==> src/rtl/mips_defs.sv <==
// Shared MIPS opcode/funct encodings and reset constants used by the write-back stage.
// Also decodes an instruction into the write-back source it selects.
package mips_defs;

  localparam logic [5:0] OP_SPECIAL = 6'h00;
  localparam logic [5:0] OP_JAL     = 6'h03;
  localparam logic [5:0] OP_LB      = 6'h20;
  localparam logic [5:0] OP_LH      = 6'h21;
  localparam logic [5:0] OP_LW      = 6'h23;
  localparam logic [5:0] OP_LBU     = 6'h24;
  localparam logic [5:0] OP_LHU     = 6'h25;
  localparam logic [5:0] FN_JALR    = 6'h09;

  localparam logic [31:0] PC_RESET    = 32'h0000_3000;
  localparam logic [31:0] LINK_OFFSET = 32'd8;

  typedef enum logic [2:0] {
    WB_ALU,
    WB_WORD,
    WB_BYTE_S,
    WB_BYTE_U,
    WB_HALF_S,
    WB_HALF_U,
    WB_LINK
  } wb_sel_t;

  function automatic wb_sel_t decode_wb_sel(input logic [5:0] op, input logic [5:0] funct);
    wb_sel_t sel;
    sel = WB_ALU;
    case (op)
      OP_LW:      sel = WB_WORD;
      OP_LB:      sel = WB_BYTE_S;
      OP_LBU:     sel = WB_BYTE_U;
      OP_LH:      sel = WB_HALF_S;
      OP_LHU:     sel = WB_HALF_U;
      OP_JAL:     sel = WB_LINK;
      OP_SPECIAL: sel = (funct == FN_JALR) ? WB_LINK : WB_ALU;
      default:    sel = WB_ALU;
    endcase
    return sel;
  endfunction

endpackage

==> src/rtl/grf_core.sv <==
// General register file: async-low cleared array, one write port, two read ports
// with optional same-cycle bypass; register 0 is never written and always reads zero.
module grf_core
  import mips_defs::*;
#(
  parameter int DATA_W = 32,
  parameter int NREG   = 32,
  parameter bit BYPASS = 1'b1
) (
  input  logic              clk,
  input  logic              reset,
  input  logic              we,
  input  logic [4:0]        wa,
  input  logic [DATA_W-1:0] wd,
  input  logic [4:0]        ra1,
  input  logic [4:0]        ra2,
  output logic [DATA_W-1:0] rd1,
  output logic [DATA_W-1:0] rd2
);

  logic [DATA_W-1:0] regs [NREG];
  logic              wr_en;

  assign wr_en = we && (wa != 5'd0);

  always_ff @(posedge clk or negedge reset) begin
    if (!reset) begin
      for (int i = 0; i < NREG; i++) begin
        regs[i] <= '0;
      end
    end else if (wr_en) begin
      regs[wa] <= wd;
    end
  end

  // Each port is bypassed independently, so both may hit the write at once.
  always_comb begin
    rd1 = regs[ra1];
    if (ra1 == 5'd0) begin
      rd1 = '0;
    end else if (BYPASS && wr_en && (ra1 == wa)) begin
      rd1 = wd;
    end
  end

  always_comb begin
    rd2 = regs[ra2];
    if (ra2 == 5'd0) begin
      rd2 = '0;
    end else if (BYPASS && wr_en && (ra2 == wa)) begin
      rd2 = wd;
    end
  end

endmodule

==> src/rtl/wb_grf_stage.sv <==
// Write-back stage: load extension, write-back select, the GRF, and a registered commit record.
// No valid/ready handshake: the stage never back-pressures; the MEM/WB register controls flow.
module wb_grf_stage
  import mips_defs::*;
#(
  parameter int DATA_W = 32,
  parameter int NREG   = 32,
  parameter bit BYPASS = 1'b1
) (
  input  logic              clk,
  input  logic              reset,
  input  logic [DATA_W-1:0] pc_Wb,
  input  logic [31:0]       instr_Wb,
  input  logic [DATA_W-1:0] dmRd_Wb,
  input  logic [DATA_W-1:0] aluAns_Wb,
  input  logic [4:0]        grfWa_Wb,
  input  logic              ifWrGrf_Wb,
  input  logic [4:0]        grfRa1_D,
  input  logic [4:0]        grfRa2_D,
  output logic [DATA_W-1:0] grfRd1_D,
  output logic [DATA_W-1:0] grfRd2_D,
  output logic [DATA_W-1:0] grfWd_Wb,
  output logic              cmtValid,
  output logic [DATA_W-1:0] cmtPc,
  output logic [4:0]        cmtAddr,
  output logic [DATA_W-1:0] cmtData
);

  logic [5:0]  op;
  logic [5:0]  funct;
  logic [1:0]  off;
  wb_sel_t     wb_sel;
  logic [7:0]  ld_byte;
  logic [15:0] ld_half;
  logic        we;
  logic        unused_instr_bits;

  assign op     = instr_Wb[31:26];
  assign funct  = instr_Wb[5:0];
  assign off    = aluAns_Wb[1:0];
  assign wb_sel = decode_wb_sel(op, funct);
  assign we     = ifWrGrf_Wb && (grfWa_Wb != 5'd0);

  // Register fields and immediate do not influence write-back.
  assign unused_instr_bits = ^instr_Wb[25:6];

  // Little-endian lanes; misaligned word/half offsets are simply ignored.
  always_comb begin
    ld_byte = dmRd_Wb[7:0];
    case (off)
      2'd0: ld_byte = dmRd_Wb[7:0];
      2'd1: ld_byte = dmRd_Wb[15:8];
      2'd2: ld_byte = dmRd_Wb[23:16];
      2'd3: ld_byte = dmRd_Wb[31:24];
      default: ld_byte = dmRd_Wb[7:0];
    endcase
    ld_half = off[1] ? dmRd_Wb[31:16] : dmRd_Wb[15:0];
  end

  always_comb begin
    grfWd_Wb = aluAns_Wb;
    case (wb_sel)
      WB_WORD:   grfWd_Wb = dmRd_Wb;
      WB_BYTE_S: grfWd_Wb = {{24{ld_byte[7]}}, ld_byte};
      WB_BYTE_U: grfWd_Wb = {24'd0, ld_byte};
      WB_HALF_S: grfWd_Wb = {{16{ld_half[15]}}, ld_half};
      WB_HALF_U: grfWd_Wb = {16'd0, ld_half};
      WB_LINK:   grfWd_Wb = pc_Wb + LINK_OFFSET;
      default:   grfWd_Wb = aluAns_Wb;
    endcase
  end

  grf_core #(
    .DATA_W (DATA_W),
    .NREG   (NREG),
    .BYPASS (BYPASS)
  ) u_grf (
    .clk   (clk),
    .reset (reset),
    .we    (ifWrGrf_Wb),
    .wa    (grfWa_Wb),
    .wd    (grfWd_Wb),
    .ra1   (grfRa1_D),
    .ra2   (grfRa2_D),
    .rd1   (grfRd1_D),
    .rd2   (grfRd2_D)
  );

  // Payload fields hold their last committed write while cmtValid is low.
  always_ff @(posedge clk or negedge reset) begin
    if (!reset) begin
      cmtValid <= 1'b0;
      cmtPc    <= PC_RESET;
      cmtAddr  <= 5'd0;
      cmtData  <= '0;
    end else begin
      cmtValid <= we;
      if (we) begin
        cmtPc   <= pc_Wb;
        cmtAddr <= grfWa_Wb;
        cmtData <= grfWd_Wb;
      end
    end
  end

endmodule

==> config.mk <==
export PLATFORM = sky130hd
export DESIGN_NAME = wb_grf_stage
export DESIGN_NICKNAME = d
export VERILOG_FILES = /design/src/rtl/mips_defs.sv /design/src/rtl/grf_core.sv /design/src/rtl/wb_grf_stage.sv
export SDC_FILE = /design/constraint.sdc
export NUM_CORES = 2
export LEC_CHECK = 0
export CORE_UTILIZATION = 61
export DETAILED_ROUTE_END_ITERATION = 8
export HOLD_SLACK_MARGIN = 0.05
export PLACE_DENSITY_LB_ADDON = 0.25
export REMOVE_ABC_BUFFERS = 1
export SLEW_MARGIN = 0
export SYNTH_ARGS = -nofsm -noshare
export SYNTH_HDL_FRONTEND = slang
export SYNTH_SLANG_ARGS = --single-unit
==> constraint.sdc <==
create_clock -name clk -period 4.8 [get_ports clk]
set_input_delay 0.96 -clock clk [delete_from_list [all_inputs] [get_ports clk]]
set_output_delay 0.96 -clock clk [all_outputs]
set_load 0.005 [all_outputs]
==> impl_metrics.sql <==
INSERT INTO impl_metrics (metric_group, metric, value, unit) VALUES
('outcome', 'run_status', 'complete, but fails checks', ''),
('outcome', 'failed_checks', 'setup timing', ''),
('synth', 'postSynthRegisterBits', '1094', ''),
('clock_network', 'htreeDepth', '3', ''),
('timing', 'report.final.slew_viol_count', '0', ''),
('global_routing', 'grt_first_pass_wirelength', '304.6', 'mm'),
('place', 'finalWeightedCongestion', '0.9734', ''),
('floorplanning', 'floorplan.die_area', '95390', 'sq um'),
('synth', 'synth-compound-area-share', '13.93', '%'),
('power_and_ir_drop', 'p_leak', '30.37', 'nW'),
('drt', 'number_of_vias_after_detailed_routing', '48850', ''),
('timing', 'finClkSkew', '0', 'ns'),
('clock_network', 'clock_sinks', '1094', ''),
('place', 'dpl.hpwl', '130.2', 'mm'),
('synth', 'adder_cell_fraction_of_synth_area', '0.02179', '%'),
('worst_setup_path', 'data_required_critical_path', '3.84', 'ns'),
('synth', 'yosysMostFrequentCell', 'nand2_1', ''),
('drt', 'drt-total-wl', '206.2', 'mm'),
('timing', 'tightestPinTransition', '1.168', 'ns'),
('drt', 'count_of_unresolved_drc_violations_after_routing', '0', ''),
('clock_network', 'cts_inserted_buffers', '112', ''),
('power_and_ir_drop', 'powerDensity', '404.7', 'nW/um^2'),
('global_routing', 'grt_use_met2', '63.60', '%'),
('timing', 'layout_min_cycle_time', '4.807', 'ns'),
('synth', 'syn-instance-count', '5320', ''),
('power_and_ir_drop', 'vdd_ir_drop_max', '0.0003460', 'V'),
('flow_run', 'cap_viol_max_count', '0', ''),
('worst_setup_path', 'critPathLaunchType', 'input pin', ''),
('floorplanning', 'io_pins', '312', ''),
('clock_network', 'tritoncts', 'done', ''),
('timing', 'timing.final.hold_violations', '0', ''),
('synth', 'synth-simple-area-share', '10.10', '%'),
('synth', 'synth.distinct_cells', '68', ''),
('global_routing', 'antenna_found_initial', '13', ''),
('timing', 'whs', '0.1407', 'ns'),
('worst_setup_path', 'criticalPathCategory', 'in -> out', ''),
('synth', 'synth.top_cells.by_count', '1202 x nand2_1, 1092 x dfrtp_1, 964 x o21ai_0', ''),
('cells_and_area', 'finalNonFillerCells', '6955', ''),
('place', 'number_of_port_buffers', '291', ''),
('worst_hold_path', 'hold_path_class', 'in -> async', ''),
('cells_and_area', 'layout-drive-gt1-share', '21.93', '%'),
('clock_network', 'ctsHoldBuffers', '0', ''),
('floorplanning', 'coreArea', '93330', 'sq um'),
('synth', 'yosysSeqAreaShare', '47.67', '%'),
('timing', 'rsz_0062_raised_after_global_routing', 'yes', ''),
('global_routing', 'gr-usage-met3', '16.34', '%'),
('place', 'placed_cells_incl_taps', '6733', ''),
('cells_and_area', 'flow.area_growth_from_synthesis', '19.35', '%'),
('timing', 'setup-violations-final', '1', ''),
('timing', 'share_of_the_clock_period_used_by_the_worst_path_after_layout', '100.1', '%'),
('clock_network', 'clk-insertion-delay-late', '0.71', 'ns'),
('synth', 'netlist_area', '57430', 'sq um'),
('worst_setup_path', 'critical_path_peak_fanout', '32', ''),
('drt', 'avgRoutedWirePerCell', '29.65', 'um'),
('floorplanning', 'fp-row-count', '112', ''),
('global_routing', 'grt_pass1_vias', '49060', ''),
('drt', 'drt.antenna.violating_nets', '0', ''),
('clock_network', 'clk_transition_reported_paths', '0.06', 'ns'),
('cells_and_area', 'net_total_in_the_final_layout', '5746', ''),
('synth', 'synth_top_area_share', '47.58', '%'),
('floorplanning', 'die_x', '308.8', 'um'),
('synth', 'synth_edf_count', '0', ''),
('drt', 'first_pass_iters', '8', ''),
('clock_network', 'clock-root-buffer', 'clkbuf_16', ''),
('clock_network', 'ctsLongestPathBuffers', '3', ''),
('floorplanning', 'initial_utilization', '61.54', '%'),
('worst_setup_path', 'arrival', '3.85', 'ns'),
('synth', 'postSynthAreaPerCell', '10.80', 'sq um'),
('floorplanning', 'floorplan.die.height', '308.8', 'um'),
('timing', 'setup_slack', '-0.007183', 'ns'),
('global_routing', 'met1_usage', '55.64', '%');
-- registers in the layout, indices dropped and copies added (netlist names) --
name and flops:
u_grf.regs 1024, cmtPc 32, cmtValid 1, cmtData 32, cmtAddr 5
-- where the power goes --
| group | switching [mW] | internal (mW) |
|---|---|---|
| clock network | 3.88 | 5.49 |
| registers | 1.36 | 10.9 |
| logic | 2.94 | 3.12 |
-- through the flow --
stage          worst slack [ns]  setup TNS (ns)  area [sq um]  power [mW]  util [%]
2_1_floorplan            -3.730         -637.97         55120       15.45         -
3_3_place_gp            -0.3302          -5.336         64250       17.84     68.84
3_5_place_dp            -0.3521          -8.715         64250       18.26     68.84
4_1_cts                0.007401               0         68350       27.57     73.24
5_1_grt               -0.004987       -0.009434         68540       28.74     73.44
6_report              -0.007183       -0.007183         68550       27.74     73.44
-- cell families after synthesis --
logic type               Yosys count
AND/OR/NAND/NOR                 1425
AO/OA/AOI/OAI                   1432
XOR/XNOR                          30
flip-flops                      1094
multiplexers                     736
adder cells (fa/ha/maj)            1
buffers and inverters            602
-- path summary, 6_finish.rpt --
path / startpoint / endpoint / slack (ns) / depth (start not counted)
setup / recovery: grfWa_Wb[3] / grfRd2_D[31] / -0.007 / 10
hold / removal: reset / u_grf.regs[376] / 0.14 / 1
setup reg to reg: u_grf.regs[149] / u_grf.regs[149] / 3.94 / 2
hold reg to reg: u_grf.regs[998] / u_grf.regs[998] / 0.40 / 0
max in group asynchronous: reset / cmtPc[9] / 3.29 / 3
min in group clk: u_grf.regs[998] / u_grf.regs[998] / 0.40 / 0
-- repair_timing --
action                     4_1_cts  5_1_grt
setup endpoints to repair       76       29
buffers inserted                 3        6
pin swaps                       14       13
resized for setup               88       33
-- area by class of cell --
class	instances	area [sq um]
multi-input cells	3624	28130
repair buffers	724	7360
inverters	43	161.4
clock buffers	158	3218
diodes	5	12.51
well taps	1254	1569
clock inverters	53	716.9
flip-flops and latches	1094	27380
fillers	6256	24780
-- cell usage in the layout (no fill, tap or decap), drive strengths merged, types with 7 or more instances in the layout --
cell	count
nand4	10
o22ai	35
mux2i	233
inv	50
a211oi	116
a211o	10
and2	8
clkbuf	158
dlygate4sd2	41
nor3	23
a221o	7
nor2b	57
mux2	14
dlymetal6s2s	11
o21ai	1067
mux4	489
nor2	40
a22oi	24
clkdlybuf4s50	228
bufinv	15
a221oi	20
buf	444
xnor2	17
nand3	24
a31oi	8
dfrtp	1092
clkinv	27
nand2b	15
o221ai	12
o2bb2ai	9
o211ai	8
xor2	13
a21oi	77
nand2	1202
nor4	10
-- per-layer routing --
layer | wire length (um) | part of all wire [%]
met1 | 70780 | 34
met2 | 90410 | 44
met3 | 30230 | 15
met4 | 14700 | 7.1
met5 | 86 | 0.042
-- worst max-delay path: stages --
cell and delay (ns):
clkdlybuf4s50_1 0.46, or3_1 0.43, o31ai_4 0.39, inv_1 0.12, buf_6 0.24, nand4_1 0.23
buf_4 0.25, a31o_2 0.23, a21oi_1 0.07, clkdlybuf4s50_1 0.45
Note: power is estimated with default switching activity, not from simulation.
